**config.mk**
```make
export PLATFORM = sky130hd
export DESIGN_NAME = aes128_byte_loader
export DESIGN_NICKNAME = d
export VERILOG_FILES = /design/src/rtl/aes128_byte_loader.sv
export SDC_FILE = /design/constraint.sdc
export NUM_CORES = 1
export LEC_CHECK = 0
export CORE_MARGIN = 2
export CORE_UTILIZATION = 56
export CTS_BUF_LIST = sky130_fd_sc_hd__clkbuf_8
export CTS_CLUSTER_DIAMETER = 50
export DETAILED_ROUTE_END_ITERATION = 8
export PLACE_DENSITY = 0.95
export SYNTH_ARGS = -nofsm -noshare
export SYNTH_HDL_FRONTEND = slang
export SYNTH_SLANG_ARGS = --single-unit
```
**constraint.sdc**
```tcl
create_clock -name clk -period 4.8 [get_ports clk]
set_clock_uncertainty 0.05 [all_clocks]
set_input_delay 0.72 -clock clk [delete_from_list [all_inputs] [get_ports clk]]
set_output_delay 0.72 -clock clk [all_outputs]
set_load 0.02 [all_outputs]
```
**src/rtl/aes128_byte_loader.sv**
```systemverilog
// Byte-stream input stage for aes128_encryption. Assembles a 128-bit key and a 128-bit plaintext block and offers them under a valid/ready block handshake.
// Optional completed-block counter: define AES_LOADER_CNT_EN.
module aes128_byte_loader #(
  parameter int CNT_W = 16
) (
  input  logic         clk,
  input  logic         rst_n,
  input  logic [7:0]   in_byte,
  input  logic         in_is_key,
  input  logic         in_valid,
  output logic         in_ready,
  output logic [0:127] plaintext,
  output logic [0:127] key,
  output logic         key_loaded,
  output logic         blk_valid,
  input  logic         blk_ready
`ifdef AES_LOADER_CNT_EN
  ,
  output logic [CNT_W-1:0] blk_count
`endif
);

  // Handshakes: a byte moves on a rising edge with in_valid & in_ready;
  // a block moves on a rising edge with blk_valid & blk_ready.
  logic [4:0] kcnt;
  logic [4:0] dcnt;
  logic       byte_acc;
  logic       blk_hs;

  assign in_ready = !blk_valid && (in_is_key || (dcnt != 5'd16));
  assign byte_acc = in_valid && in_ready;
  assign blk_hs   = blk_valid && blk_ready;

  // kcnt[3:0] is 0 both after reset and once all 16 key bytes are in,
  // so it is the write slot in every case.
  always_ff @(posedge clk or negedge rst_n) begin
    if (!rst_n) begin
      plaintext  <= '0;
      key        <= '0;
      key_loaded <= 1'b0;
      blk_valid  <= 1'b0;
      kcnt       <= 5'd0;
      dcnt       <= 5'd0;
    end else begin
      if (byte_acc) begin
        if (in_is_key) begin
          key[{kcnt[3:0], 3'b000} +: 8] <= in_byte;
          kcnt       <= (kcnt == 5'd16) ? 5'd1 : kcnt + 5'd1;
          key_loaded <= (kcnt == 5'd15);
        end else begin
          plaintext[{dcnt[3:0], 3'b000} +: 8] <= in_byte;
          dcnt <= dcnt + 5'd1;
        end
      end
      if (blk_hs) begin
        blk_valid <= 1'b0;
        dcnt      <= 5'd0;
      end else if ((dcnt == 5'd16) && key_loaded) begin
        blk_valid <= 1'b1;
      end
    end
  end

`ifdef AES_LOADER_CNT_EN
  always_ff @(posedge clk or negedge rst_n) begin
    if (!rst_n) begin
      blk_count <= '0;
    end else if (blk_hs) begin
      blk_count <= blk_count + 1'b1;
    end
  end
`endif

endmodule

```
# ---- Word-level counts from Yosys, hierarchy flattened
# Cells that the tools add are included.
dict set report word_totals {
  register_bits 268
  input_bits 13
  out_inout_bits 259
}
dict set report op_classes {
  add_sub_neg 4
  eq_ne 5
  shift 4
  n_mux 8
  bitwise 3
  n_reduce_logical 11
}
# operator count
set ops {}
lappend ops {{variable shift 129 x 9 -> 128 bit, first input constant} 2}
lappend ops {{variable part select 129 x 9 -> 128 bit} 2}
lappend ops {{bitwise mux 128 bit} 2}
lappend ops {{2-to-1 mux 5 bit} 4}
lappend ops {{negator 8 -> 9 bit} 2}
lappend ops {{inverter 7 -> 8 bit} 2}
lappend ops {{adder 5 x 1 -> 5 bit, second input constant} 2}
lappend ops {{equality test 5 bit, second input constant} 2}
lappend ops {{AND reduction 2 bit} 3}
lappend ops {{equality test 5 x 4 -> 1 bit, second input constant} 1}
lappend ops {{!= test 5 bit, second input constant} 1}
lappend ops {{logical AND 1 bit} 4}
lappend ops {{nonzero test 2 bit} 2}
lappend ops {{2-to-1 mux 1 bit} 2}
lappend ops {{!= test 2 x 1 -> 1 bit, second input constant} 1}
lappend ops {{zero test 1 bit} 1}
lappend ops {{logical OR 1 bit} 1}
lappend ops {{inverter 1 bit} 1}

# ---- Depth between registers and ports, before layout
# Gate-level depths: netlist (run 1).
dict set report depth {
  depth_word 6
  mapped_depth 9
}

# ---- Worst setup path after synthesis (run 1)
# Ideal clock, no wire load.
dict set report synth_timing {
  kind {reg-to-output}
  startpoint {reg dcnt[0]}
  endpoint {out in_ready}
  t_arrival_ps 1868
  t_required_ps 4030
  path_slack_ps 2162
  path_stages_with_launch 10
  n_path_buf 4
  path_cell_list {dfrtp_1 -> clkbuf_1 -> clkbuf_1 -> inv_1 -> ha_1 -> buf_2 -> nand4bb_1 -> buf_2 -> nor2_1 -> nor2_1}
}
dict set report synth_between {
  elab_chain_len 3
}
# element line
set synth_lines {}
lappend synth_lines {{start, declared} 26} ;# logic [4:0] dcnt;
lappend synth_lines {{start signal, assigned} 52} ;# dcnt <= dcnt + 5'd1;
lappend synth_lines {{!= test 5 bit} 30} ;# assign in_ready = !blk_valid && (in_is_key || (dcnt != 5'd16));
lappend synth_lines {{logical OR 1 bit} 30}
lappend synth_lines {{logical AND 1 bit} 30}
lappend synth_lines {{end, declared} 11} ;# output logic in_ready,
# Every way passes these cells.

# ---- Worst setup path after layout (run 1)
dict set report layout_timing {
  startpoint {reg dcnt[1]}
  endpoint {out in_ready}
}
# The elaborated chain is that of the path after synthesis.

==> key figures, run 1 <==
STA
  – Max-slew violation count: 0
  – Crit path time final: around 3.8 ns
  – Hold Violations, Final: 0
  – Slew HR: 0.330
  – Final worst-path cycle share: 0.798
  – Setup TNS: 0 ns
  – Setup-failing EPs final: 0
  – Tightest Pin Transition: approximately 1.0 ns
  – Fmax: ~260 MHz
  – Hold WS: 0.209 ns
  – RSZ-0062 raised after global routing: false

Route
  – ANT nets after route: 0
  – Vias per cell: 5.58
  – Vias: 7829
  – Met2 Routed Length: 15.3 mm
  – Metal3 WL: 2.53 mm
  – DR iter-0 viols: 379
  – Routed met1 length: 12.3 mm
  – Final WL: 30.9 mm
  – Top sig layer: met4
  – DR WL/cell: 22.0 um
  – Drt first pass iters: 4
  – Drt drc: 0

Layout
  – Seq. cell area: 6710 um2
  – Nets: around 1100
  – Fraction of layout cells with a size suffix above 1: 0.316
  – ANT cells: 0
  – Area taken by multi-input logic gates: 4610 um2
  – Synth-to-Final Area Change: 33.5%
  – Filler instances: 1219

Run status
  – Status: completed

Place
  – Number of buffers added on ports: 271
  – HPWL after detailed placement: about 21 mm
  – GPL Wtd Cong: 0.805

Critical path
  – Worst setup path class: flip-flop to primary output
  – Critical Path Fanout Max: 12
  – Worst r2r dst: plaintext[15]
  – Worst-path cell chain: inv_1 -> ha_1 -> nand4bb_1 -> nor2_1 -> nor2_1 -> clkdlybuf4s50_1
  – Worst EP arrival: 3.06 ns
  – Most Frequent Cell on Critical Path: nor2_1
  – Critical Path Max Stage Delay: 0.62 ns
  – Reg2Reg Depth: 5
  – CP Data Required Time: 4.03 ns
  – Slowest stage cell, crit path: clkdlybuf4s50_1
  – CP Launch Type: flip-flop
  – Reg-to-reg slack, setup: 2.16 ns
  – R2R Path Start: dcnt[1]
  – Crit. End Element: primary output

Die
  – Core area: 20200 um2
  – Die area: between 20000 and 25000 um2
  – Starting Density: 0.570
  – Die Wd: 147 um
  – Number of I/O pins: 272
  – Core Rows: 52
  – Die Ht: between 100 and 150 um

Logic synthesis
  – Syn nets: 842
  – Synth Cell Area: 11500 um2
  – Top-area cell type share of the netlist area: 0.582
  – Share of the yosys chip area belonging to registers: 0.582
  – Largest cells by area after synthesis: dfrtp_1 58%, mux2_2 25%, and2_1 4.8%
  – Asr flop ratio synth: 1.00
  – Count leader, synth: dfrtp_1
  – Synth top cells by count: 268 x dfrtp_1, 256 x mux2_2, 89 x and2_1
  – Top FF cell, synth: dfrtp_1
  – Area leader, netlist: dfrtp_1
  – #FFs+latches synth: approximately 270
  – Syn Inst Count: 816
  – Unique cell type count in the Yosys netlist: 47
  – Synth Warn #: 0
  – Post-synth EDFFs: 0
  – Average size of a mapped cell: 14.1 um2

Worst hold path
  – Min-Delay Path Class: input pin to asynchronous set/reset pin

Clocking
  – CTS tree: yes
  – Skew-Pair Late Insertion Delay: roughly 0.55 ns
  – Clock transition at path regs: 0.06 ns
  – Post-CTS Setup Inserts: 0
  – H-tree level count: 2
  – Clock buffer depth: 3
  – Sink Count: 268
  – Hold_buf cts: 0
  – Resize count post-CTS: 0
  – Root buffer selected by CTS: clkbuf_8
  – Inserted Clock Buffers: 44

Job
  – Max-cap viol count: 0

Power and ir drop
  – PwrDens: 511 nW/um2
  – Maximum VDD drop: slightly below 0.4 mV
  – Leakage: roughly 0.0073 uW

GRT
  – Vias in the first global route: 8473
  – Largest net degree at the start of global routing: 125
  – GRT overflow: 0
  – Initial antenna violation count: 0
  – All-layer global routing usage: 0.287
  – First-pass GRT wire length: 48.4 mm
==> registers in the layout (all words and copies together) (netlist names) <==
name,flops
kcnt,5
key,128
dcnt,5
blk_valid,1
plaintext,128
key_loaded,1
==> power by group <==
part / switching, uW / leakage [uW] / internal (uW)
clock: 904 / 0.000510 / 1180
combinational: 1370 / 0.00315 / 1280
sequential: 389 / 0.00368 / 2730
==> metrics by stage <==
step	setup WS, ns	area [um2]	cells	power [uW]	util
6_report	0.969	15400	1402	7860	0.760
5_1_grt	0.818	15400	1402	8230	0.760
4_1_cts	0.986	15400	1402	7900	0.760
3_5_place_dp	1.43	14400	1326	5780	0.714
3_3_place_gp	1.47	14400	1326	5690	0.714
2_1_floorplan	2.16	11500	816	4500	-
==> layer usage <==
| layer | global-route usage | vias up |
|---|---|---|
| li1 | - | 3423 |
| met1 | 0.362 | 4030 |
| met2 | 0.485 | 317 |
| met3 | 0.0827 | 59 |
| met4 | 0.0880 | 0 |
| met5 | 0 | - |
==> placed cells by master (no fill, tap or decap), types with 2 or more instances in the layout <==
master / count
clkdlybuf4s50_1: 270
dfrtp_1: 268
mux2_2: 256
and2_1: 89
clkbuf_8: 57
nor2_1: 30
and3_1: 21
inv_1: 15
ha_1: 13
nand2b_1: 11
nor2_2: 9
nand2_1: 6
clkinv_2: 6
nand3_2: 5
and3b_1: 5
and4_1: 5
nand3_1: 5
o21ai_0: 5
a21oi_1: 5
nand3_4: 4
nor2b_1: 4
buf_4: 4
nand4_2: 3
nor3b_1: 3
nand4b_1: 3
a31oi_1: 2
mux2_1: 2
clkinvlp_4: 2
bufinv_16: 2
==> worst max-delay path by stage <==
stage                          from            end  slack, ns
final                       dcnt[1]       in_ready       0.97
after global routing        dcnt[1]       in_ready       0.82
after CTS                   dcnt[1]       in_ready       0.99
after global placement    in_is_key  plaintext[30]       1.47
after detailed placement  in_is_key  plaintext[26]       1.43
after floorplan             dcnt[0]       in_ready       2.16
==> cells by family (layout without fill, tap and decap cells) <==
group	Yosys count	count (layout)	synth area share
compound gates	16	16	0.00836
flops	268	268	0.582
mux	259	259	0.253
buf+inv	44	360	0.0183
xor+xnor	1	1	0.000760
simple gates	215	215	0.123
fa+ha+maj	13	13	0.0141
==> area by class of cell <==
type / count / share of cell area
clock inverters: 19 / 0.00984
well taps: 270 / 0.0220
repair buffers: 276 / 0.180
flip-flops and latches: 268 / 0.436
multi-input cells: 504 / 0.299
inverters: 8 / 0.00195
clock buffers: 57 / 0.0510
==> worst max-delay path, delay by kind of cell (launching register included) <==
| kind | cells | cell delay (ns) |
|---|---|---|
| flip-flops | 1 | 0.55 |
| buffers and inverters | 2 | 0.78 |
| AND/OR/NAND/NOR | 3 | 0.75 |
| adder cells (fa/ha/maj) | 1 | 0.42 |
(Power assumes the default switching activity.)
==> inputs of run 2 (changes only) <==
- CORE_UTILIZATION: 56 -> 47
- PLACE_DENSITY: 0.95 -> 0.9
- clock period: 4.8 -> 3.5 ns (I/O delays scaled with it)
==> run 2 against run 1 <==
  * Die area rose by 19%
  * Clock power increased by 32%
  * Count of clock-buffer cells in the layout fell by 3
  * Design area increased by 0.81%
  * Cell count increased by 5.1%
  * Register-to-register slack worse by 0.90 ns
  * Non-clock buffer count increased by 11
  * Flip-flop and latch count is the same
  * Critical path depth rose by 2
  * Global-route usage fell by 3.9 points
  * Critical endpoint unchanged
  * Largest cell class unchanged
==> key figures, run 2 (synthesis results as in run 1) <==
Critical path
  – Levels on crit path: 8 (+2)
  – WP buf/inv: 4 (+2)
  – Critical Path Fanout Max: 12 (unchanged)
  – CP Launch Type: flip-flop
  – Slowest stage cell, crit path: clkdlybuf4s50_1
  – Worst r2r dst: key[32]
  – Reg-to-reg slack, setup: 1.26 ns (-0.90 ns)
  – CP Data Required Time: 2.92 ns (-1.11 ns)
  – Worst-path cell chain: inv_1 -> ha_1 -> buf_4 -> nand4bb_1 -> buf_4 -> nor2_1 -> nor2_1 -> clkdlybuf4s50_1
  – Critical path origin: dcnt[1]
  – Critical Path Max Stage Delay: 0.65 ns (+0.03 ns)
  – Worst setup path class: flip-flop to primary output
  – Reg2Reg Depth: 5 (unchanged)
  – Crit. End Element: primary output
  – R2R Path Start: kcnt[0]
  – Delay-heaviest family, CP: buffers and inverters
  – Worst EP arrival: 2.63 ns (-0.43 ns)

Die
  – Starting Density: 0.477 (-0.0929)
  – Die Wd: 161 um (+8.9%)
  – Die area: 25800 um2 (+19%)
  – Number of I/O pins: 272 (unchanged)
  – Core Rows: 57 (+9.6%)
  – Core area: 24200 um2 (+19%)
  – Die Ht: 161 um (+8.9%)

Route
  – DR WL/cell: 21.5 um (-2.4%)
  – Vias: 7883 (+0.69%)
  – ANT nets after route: 0 (unchanged)
  – Drt drc: 0 (unchanged)
  – Final WL: 31.7 mm (+2.6%)
  – Vias per cell: 5.35 (-4.2%)
  – Drt first pass iters: 4 (unchanged)
  – DR iter-0 viols: 380 (+0.26%)

Power and ir drop
  – PwrDens: 689 nW/um2 (+35%)
  – Leakage: 0.00741 uW (+0.90%)
  – Maximum VDD drop: 0.482 mV (+23%)

Layout
  – Nets: 1142 (+1.2%)
  – Biggest regs: key x128, plaintext x128
  – Final instance area: 15500 um2 (+0.81%)
  – Commonest cells after routing, fill and taps aside: 270 x clkdlybuf4s50_1, 268 x dfrtp_1, 256 x mux2_2
  – Synth-to-Final Area Change: 34.6%
  – Commonest non-fill, non-tap cell in the layout: clkdlybuf4s50_1
  – Fraction of layout cells with a size suffix above 1: 0.315 (-0.000923)

GRT
  – GRT overflow: 0 (unchanged)
  – Vias in the first global route: 8571 (+1.2%)
  – Met3 Track Usage GR: 0.0682 (-0.0145)
  – Largest net degree at the start of global routing: 91 (-27%)
  – Initial antenna violation count: 1 (+1)
  – First-pass GRT wire length: 49.7 mm (+2.7%)
  – Most used routing layer in global routing: met2
  – All-layer global routing usage: 0.248 (-0.0392)
  – M2 GR Usage: 0.409 (-0.0751)
  – Met1 GRT Util: 0.320 (-0.0421)

Clocking
  – Inserted Clock Buffers: 47 (+6.8%)
  – Root buffer selected by CTS: clkbuf_8
  – H-tree level count: 2 (unchanged)
  – Clock transition at path regs: 0.06 ns (about the same)
  – CTS tree: yes
  – Sink Count: 268 (unchanged)
  – Post-CTS Setup Inserts: 0 (unchanged)
  – Clock buffer depth: 3 (unchanged)
  – Skew-Pair Late Insertion Delay: 0.55 ns (about the same)

STA
  – Max-slew violation count: 0 (unchanged)
  – RSZ-0062 raised after global routing: false
  – Slew HR: 0.310 (-0.0203)
  – Crit path time final: 3.21 ns
  – Hold Violations, Final: 0 (unchanged)
  – Final worst-path cycle share: 0.916
  – Setup-failing EPs final: 0 (unchanged)
  – Fmax: approximately 310 MHz
  – Tightest Pin Transition: 1.03 ns (+0.0304 ns)
  – Setup TNS: 0 ns (unchanged)

Worst hold path
  – WHS Endpoint: plaintext[37]
  – Min-Delay Path Class: flip-flop to flip-flop
  – Worst Hold Depth: 1
  – Worst hold path startpoint: plaintext[37]

Place
  – Number of buffers added on ports: 271 (unchanged)
  – HPWL after detailed placement: 22.0 mm (+6.8%)
  – Cell Area, Placed: 14600 um2 (+1.1%)
  – GPL Wtd Cong: 0.783 (-2.6%)

Run status
  – Status: completed

Job
  – Max-cap viol count: 0 (unchanged)
[run 2: cell types whose count changed in the layout (fill, tap and decap cells not counted), sizes merged]
cell         delta
clkinvlp        +1
dlygate4sd3     +1
clkinv          -2
clkbuf          -3
diode           +1
buf            +10
inv            +10
bufinv          -1
[run 2: power breakdown]
group	leakage [uW]	internal [uW]	total (uW)	switching [uW]
sequential	0.00368	3750	4240	492
clock	0.000519	1480	2740	1260
combinational	0.00321	1780	3700	1920
[run 2: cell type report]
type | count | area (um2)
diodes | 1 | 2.50
clock buffers | 54 | 743
clock inverters | 27 | 149
fillers | 1759 | 8670
inverters | 8 | 30.0
multi-input cells | 504 | 4610
flip-flops and latches | 268 | 6710
well taps | 324 | 405
repair buffers | 287 | 2870
[run 2: worst register-to-register path: cells and delay by family, from the launching register on]
kind	cells	cell delay (ns)
AND/OR/NAND/NOR	2	0.71
multiplexers	1	0.40
adder cells (fa/ha/maj)	1	0.27
buffers and inverters	1	0.17
flip-flops	1	0.51
[run 2: metal layers]
layer	wire, um	share of wire
met2	15100	0.48
met4	855	0.027
met3	2680	0.085
met5	0	0
met1	13000	0.41
[run 2: timing repair]
item,CTS,global route
hold endpoints to repair,86,0
resized for setup,0,0
hold buffers,1,0
[run 2: worst max-delay path by stage]
stage / end
2_1_floorplan: in_ready
3_3_place_gp: plaintext[115]
3_5_place_dp: plaintext[100]
4_1_cts: in_ready
5_1_grt: in_ready
6_report: in_ready
[run 2: metrics by stage]
stage	total power (uW)	hold slack, ns	util	std cells	setup WS (ns)
detailed placement	7980	0.434	0.604	1390	0.597
global placement	7840	0.425	0.604	1390	0.688
CTS	10800	0.447	0.641	1472	0.249
finish	10700	0.446	0.641	1473	0.293
global route	11200	0.460	0.641	1473	0.166
floorplan	6180	0.179	-	816	1.06
